`src/rtl/alu_share_arbiter_pkg.sv`:
```
// Shared definitions for alu_share_arbiter: ALU op codes, FSM states, data width.
package alu_share_arbiter_pkg;

  localparam int unsigned DATA_W = 32;
  localparam int unsigned OP_W   = 4;
  localparam int unsigned STAT_W = 16;

  typedef enum logic [OP_W-1:0] {
    OP_ADD = 4'd0,
    OP_SUB = 4'd1,
    OP_AND = 4'd2,
    OP_OR  = 4'd3,
    OP_XOR = 4'd4
  } alu_op_e;

  typedef enum logic [1:0] {
    ST_IDLE = 2'd0,
    ST_EXEC = 2'd1,
    ST_RESP = 2'd2
  } state_e;

  typedef struct packed {
    logic [DATA_W-1:0] a;
    logic [DATA_W-1:0] b;
    logic [OP_W-1:0]   op;
  } alu_req_t;

  function automatic logic [STAT_W-1:0] sat_inc(input logic [STAT_W-1:0] v);
    return (v == '1) ? v : v + 1'b1;
  endfunction

endpackage

```
`src/rtl/alu_share_arbiter_rr_pick.sv`:
```
// Combinational round-robin picker: scans from last+1 (mod NREQ) for the first valid.
module rr_pick #(
  parameter int unsigned NREQ = 2,
  parameter int unsigned IDW  = 2
) (
  input  logic [NREQ-1:0] valid,
  input  logic [IDW-1:0]  last,
  output logic [NREQ-1:0] grant,
  output logic [IDW-1:0]  idx,
  output logic            any
);

  always_comb begin
    grant = '0;
    idx   = '0;
    any   = 1'b0;
    for (int unsigned off = 1; off <= NREQ; off++) begin
      for (int unsigned i = 0; i < NREQ; i++) begin
        if (!any && valid[i] && (i == ((int'(last) + off) % NREQ))) begin
          grant[i] = 1'b1;
          idx      = IDW'(i);
          any      = 1'b1;
        end
      end
    end
  end

endmodule

```
`src/rtl/alu_share_arbiter.sv`:
```
// Round-robin sharing of one combinational ALU among NREQ requesters.
// Optional per-requester grant counters under ALU_SHARE_ARBITER_STATS_EN.
module alu_share_arbiter
  import alu_share_arbiter_pkg::*;
#(
  parameter int unsigned NREQ = 2,
  parameter int unsigned IDW  = 2
) (
  input  logic                     clk,
  input  logic                     reset,
  input  logic [NREQ-1:0]          req_valid,
  output logic [NREQ-1:0]          req_ready,
  input  logic [NREQ*DATA_W-1:0]   req_a,
  input  logic [NREQ*DATA_W-1:0]   req_b,
  input  logic [NREQ*OP_W-1:0]     req_op,
  output logic [DATA_W-1:0]        alu_a,
  output logic [DATA_W-1:0]        alu_b,
  output logic [OP_W-1:0]          alu_op,
  input  logic [DATA_W-1:0]        alu_result,
  input  logic                     alu_zero,
  output logic                     rsp_valid,
  input  logic                     rsp_ready,
  output logic [DATA_W-1:0]        rsp_result,
  output logic                     rsp_zero,
  output logic [IDW-1:0]           rsp_id
`ifdef ALU_SHARE_ARBITER_STATS_EN
  ,
  output logic [NREQ*STAT_W-1:0]   stat_grants
`endif
);

  state_e            state_q, state_d;
  logic [IDW-1:0]    last_q, last_d;
  logic [DATA_W-1:0] alu_a_q, alu_a_d;
  logic [DATA_W-1:0] alu_b_q, alu_b_d;
  logic [OP_W-1:0]   alu_op_q, alu_op_d;
  logic [DATA_W-1:0] rsp_result_q, rsp_result_d;
  logic              rsp_zero_q, rsp_zero_d;
  logic              rsp_valid_q, rsp_valid_d;
  logic [IDW-1:0]    rsp_id_q, rsp_id_d;

  logic [NREQ-1:0]   grant;
  logic [IDW-1:0]    grant_idx;
  logic              grant_any;
  alu_req_t          sel_req;

  rr_pick #(
    .NREQ (NREQ),
    .IDW  (IDW)
  ) u_rr_pick (
    .valid (req_valid),
    .last  (last_q),
    .grant (grant),
    .idx   (grant_idx),
    .any   (grant_any)
  );

  // One-hot grant lets the operand mux be a plain AND-OR.
  always_comb begin
    sel_req = '0;
    for (int unsigned i = 0; i < NREQ; i++) begin
      if (grant[i]) begin
        sel_req.a  = req_a[i*DATA_W +: DATA_W];
        sel_req.b  = req_b[i*DATA_W +: DATA_W];
        sel_req.op = req_op[i*OP_W +: OP_W];
      end
    end
  end

  assign req_ready = (state_q == ST_IDLE) ? grant : '0;

  always_comb begin
    state_d      = state_q;
    last_d       = last_q;
    alu_a_d      = alu_a_q;
    alu_b_d      = alu_b_q;
    alu_op_d     = alu_op_q;
    rsp_result_d = rsp_result_q;
    rsp_zero_d   = rsp_zero_q;
    rsp_valid_d  = rsp_valid_q;
    rsp_id_d     = rsp_id_q;
    case (state_q)
      ST_IDLE: begin
        if (grant_any) begin
          alu_a_d  = sel_req.a;
          alu_b_d  = sel_req.b;
          alu_op_d = sel_req.op;
          rsp_id_d = grant_idx;
          last_d   = grant_idx;
          state_d  = ST_EXEC;
        end
      end
      ST_EXEC: begin
        rsp_result_d = alu_result;
        rsp_zero_d   = alu_zero;
        rsp_valid_d  = 1'b1;
        state_d      = ST_RESP;
      end
      ST_RESP: begin
        if (rsp_ready) begin
          rsp_valid_d = 1'b0;
          state_d     = ST_IDLE;
        end
      end
      default: state_d = ST_IDLE;
    endcase
  end

  always_ff @(posedge clk) begin
    if (reset) begin
      state_q      <= ST_IDLE;
      last_q       <= IDW'(NREQ - 1);
      alu_a_q      <= '0;
      alu_b_q      <= '0;
      alu_op_q     <= '0;
      rsp_result_q <= '0;
      rsp_zero_q   <= 1'b0;
      rsp_valid_q  <= 1'b0;
      rsp_id_q     <= '0;
    end else begin
      state_q      <= state_d;
      last_q       <= last_d;
      alu_a_q      <= alu_a_d;
      alu_b_q      <= alu_b_d;
      alu_op_q     <= alu_op_d;
      rsp_result_q <= rsp_result_d;
      rsp_zero_q   <= rsp_zero_d;
      rsp_valid_q  <= rsp_valid_d;
      rsp_id_q     <= rsp_id_d;
    end
  end

  assign alu_a      = alu_a_q;
  assign alu_b      = alu_b_q;
  assign alu_op     = alu_op_q;
  assign rsp_valid  = rsp_valid_q;
  assign rsp_result = rsp_result_q;
  assign rsp_zero   = rsp_zero_q;
  assign rsp_id     = rsp_id_q;

`ifdef ALU_SHARE_ARBITER_STATS_EN
  logic              handshake;
  logic [STAT_W-1:0] stat_q [NREQ];
  logic [STAT_W-1:0] stat_d [NREQ];

  assign handshake = (state_q == ST_IDLE) && grant_any;

  always_comb begin
    for (int unsigned i = 0; i < NREQ; i++) begin
      stat_d[i] = (handshake && grant[i]) ? sat_inc(stat_q[i]) : stat_q[i];
    end
  end

  always_ff @(posedge clk) begin
    for (int unsigned i = 0; i < NREQ; i++) begin
      if (reset) stat_q[i] <= '0;
      else       stat_q[i] <= stat_d[i];
    end
  end

  always_comb begin
    stat_grants = '0;
    for (int unsigned i = 0; i < NREQ; i++) begin
      stat_grants[i*STAT_W +: STAT_W] = stat_q[i];
    end
  end
`endif

endmodule

```
`config.mk`:
```
export PLATFORM = sky130hd
export DESIGN_NAME = alu_share_arbiter
export DESIGN_NICKNAME = d
export VERILOG_FILES = /design/src/rtl/alu_share_arbiter_pkg.sv /design/src/rtl/alu_share_arbiter_rr_pick.sv /design/src/rtl/alu_share_arbiter.sv
export SDC_FILE = /design/constraint.sdc
export NUM_CORES = 1
export LEC_CHECK = 0
export BUFFER_PORTS_ARGS = -buffer_cell sky130_fd_sc_hd__buf_4
export CAP_MARGIN = 40
export CORE_UTILIZATION = 36
export DETAILED_ROUTE_END_ITERATION = 12
export PLACE_DENSITY = 0.74
export SYNTH_ARGS = -nofsm -noshare
export SYNTH_HDL_FRONTEND = slang
export SYNTH_SLANG_ARGS = --single-unit
```
`constraint.sdc`:
```
create_clock -name clk -period 1.85 [get_ports clk]
set_input_delay 0.185 -clock clk [delete_from_list [all_inputs] [get_ports clk]]
set_output_delay 0.185 -clock clk [all_outputs]
set_load 0.01 [all_outputs]
```
==> metrics.txt <==
initial DRC count=312; DRT Pass-1 Iters=4; starting density of the core=36.85%; worst hold path endpoint=alu_b[12]$_SDFFE_PP0P_; CTS Hold Bufs=0; vias in the first global route=4136; largest net degree at the start of global routing=71; clock latency at the later pin of the worst-skew pair=0.34 ns; nets=844; Final Max Tran Viols=0; Layout area overhead=61.33%; Reg-to-Reg Start=state_q[0]$_SDFFE_PP0P_; synth unique cells=24; Worst Setup Start Kind=flop; dpl hpwl=10030 µm; reg2reg end=alu_a[23]$_SDFFE_PP0P_; Die ar.=0.01207 mm²; skew final=0.006414 ns; Antenna Cells=0; Hold Vio Cnt, Final=0; Worst Hold Depth=2; post-route ant nets=0; Worst Setup End Kind=output pin; Hold Slack=0.06398 ns; WP data required=1.66 ns; GR Overflow Total=0; commonest non-fill, non-tap cell in the layout=buf_4; Die H=109.9 µm; outcome=finished, final reports clean; Pwr Total=6.060 mW; register clock-pin slew on the reported worst setup and hold paths=0.07 ns; Num Clock Sinks=106; max frequency=0.5732 GHz; total global-route track usage=22.54%; number of I/O pins=280; placed instance area=0.006405 mm²; final core utilization=59.46%; Port-buffer cells=278; vias after detailed routing=4407; # H-tree levels=3; CTS Root Cell=clkbuf_16; Via-to-Cell Ratio=5.394; RSZ-0062 raised after global routing=false; final setup fails=0; Peak VDD IR=549.5 µV; final WL=14240 µm; Worst Path Arrival=1.56 ns; P_leak=2.980 nW; first-pass GRT wire length=20920 µm; core area=0.01137 mm²; Synth Instances=418; worst path cell trace=or3b_4 > buf_12 > nor2_1 > buf_4; Net Count, Synth=592; clk buf depth=2; row count=39; DRC errors left=0; Reg2Reg Setup Slack=0.20 ns; design area=0.006760 mm²; Setup CP Type=reg -> out; crit path time final=1.745 ns; peak per-stage delay on the critical path=0.44 ns; fillers=992; setup TNS=0 ns; Critical-path top delay cell=or3b_4; sequential area share after synthesis=50.64%; worst min-delay path class=in -> reg; commonest non-fill, non-tap cells in the layout=buf_4, dfxtp_1, nor4b_1, a221o_1, nand2_1; Yosys Warn Count=0; CP bufs+invs=2; Mapped Area=0.004190 mm²; Reg2Reg Depth=4; Die X=109.9 µm; flops & latches, synth=106; CTS tree=done; Tcrit/Tclk final=94.31%; PD cells=896.4 mW/mm²; min-delay src=req_b[12]; layout cells sized above 1=46.59%; cell family with most CP delay=simple AND/OR/NAND/NOR gates; Max FO, Critical Path=22; mean post-synth cell area=10.02 µm²; Post-CTS Setup Repair Bufs=0; CTS Buf Count=9; GPL Wtd Cong=0.7595; Max Cap Violations=0; initial antenna violation count=0; drt wl/cell=17.42 µm
-- cell type report --
| cell class | instances | area (µm²) | area share, % |
|---|---|---|---|
| sequential | 106 | 2123 | 31.41 |
| timing repair buffer | 292 | 2280 | 33.72 |
| tap | 143 | 178.9 | 2.647 |
| multi-input combinational | 260 | 1856 | 27.45 |
| clock inverter | 4 | 76.32 | 1.129 |
| inverter | 1 | 3.754 | 0.05552 |
| clock buffer | 11 | 242.7 | 3.591 |
-- kinds of logic (layout without fill, tap and decap cells) --
kind of cell / count (synthesis) / after routing / synth area share (%)
AOI/OAI and AO/OA: 107 / 107 / 21.23
buffers and inverters: 52 / 308 / 5.404
DFF: 106 / 106 / 50.64
other: 1 / 1 / 0.08949
and+or+nand+nor: 152 / 152 / 22.63
-- metrics by stage --
stage,worst slack [ns],std cells
6_report,0.1053,817
5_1_grt,0.0005309,817
4_1_cts,0.07294,817
3_5_place_dp,0.1378,801
3_3_place_gp,0.1984,801
2_1_floorplan,0.3580,418
-- repair_timing --
item / 4_1_cts / 5_1_grt
gates resized for setup: 1 / 1
cloned: 1 / 0
endpoints found under the setup margin: 1 / 1
-- flip-flops by register name, summed over array words and instances, names as in the netlist --
| signal | flops |
|---|---|
| alu_a | 32 |
| alu_b | 32 |
| alu_op | 4 |
| last_q | 1 |
| rsp_id | 1 |
| rsp_result | 32 |
| rsp_valid | 1 |
| rsp_zero | 1 |
| state_q | 2 |
-- report_power, final --
group | switching (mW) | internal (mW)
Combinational | 0.616 | 0.767
Sequential | 0.134 | 2.50
Clock | 0.821 | 1.22
Total | 1.57 | 4.49
-- layer usage --
layer	vias up	global-route usage, %	wire [µm]
li1	2098	-	-
met1	2078	27.86	5824
met2	209	37.95	6949
met3	22	5.572	1190
met4	0	7.905	272
met5	-	0	0
-- synthesized netlist by cell type --
cell	count	area [µm²]
dfxtp_1	106	2122
a221o_1	68	680.7
nor4b_1	68	595.6
nand2_1	67	251.5
a21oi_1	34	170.2
clkbuf_1	29	108.9
buf_2	13	65.06
nor2_1	9	33.78
buf_1	5	18.77
buf_4	4	30.03
nor2b_1	2	12.51
a211o_1	1	8.760
a211oi_1	1	7.510
a21oi_2	1	8.760
a2bb2oi_1	1	8.760
and2_1	1	6.260
conb_1	1	3.750
inv_1	1	3.750
nand2b_1	1	6.260
nor3_4	1	16.27
o21ai_0	1	5.000
or2_2	1	6.260
or3b_1	1	8.760
or3b_4	1	11.26
-- worst max-delay path by stage --
stage	from	cells after the start	to
2_1_floorplan	state_q[1]$_SDFFE_PP0P_	5	alu_b[16]$_SDFFE_PP0P_
3_3_place_gp	state_q[1]$_SDFFE_PP0P_	4	alu_a[8]$_SDFFE_PP0P_
3_5_place_dp	state_q[1]$_SDFFE_PP0P_	4	alu_a[18]$_SDFFE_PP0P_
4_1_cts	state_q[1]$_SDFFE_PP0P_	4	req_ready[1]
5_1_grt	state_q[0]$_SDFFE_PP0P_	4	req_ready[1]
6_report	state_q[0]$_SDFFE_PP0P_	4	req_ready[1]
Power figures use the tool's default switching activity.
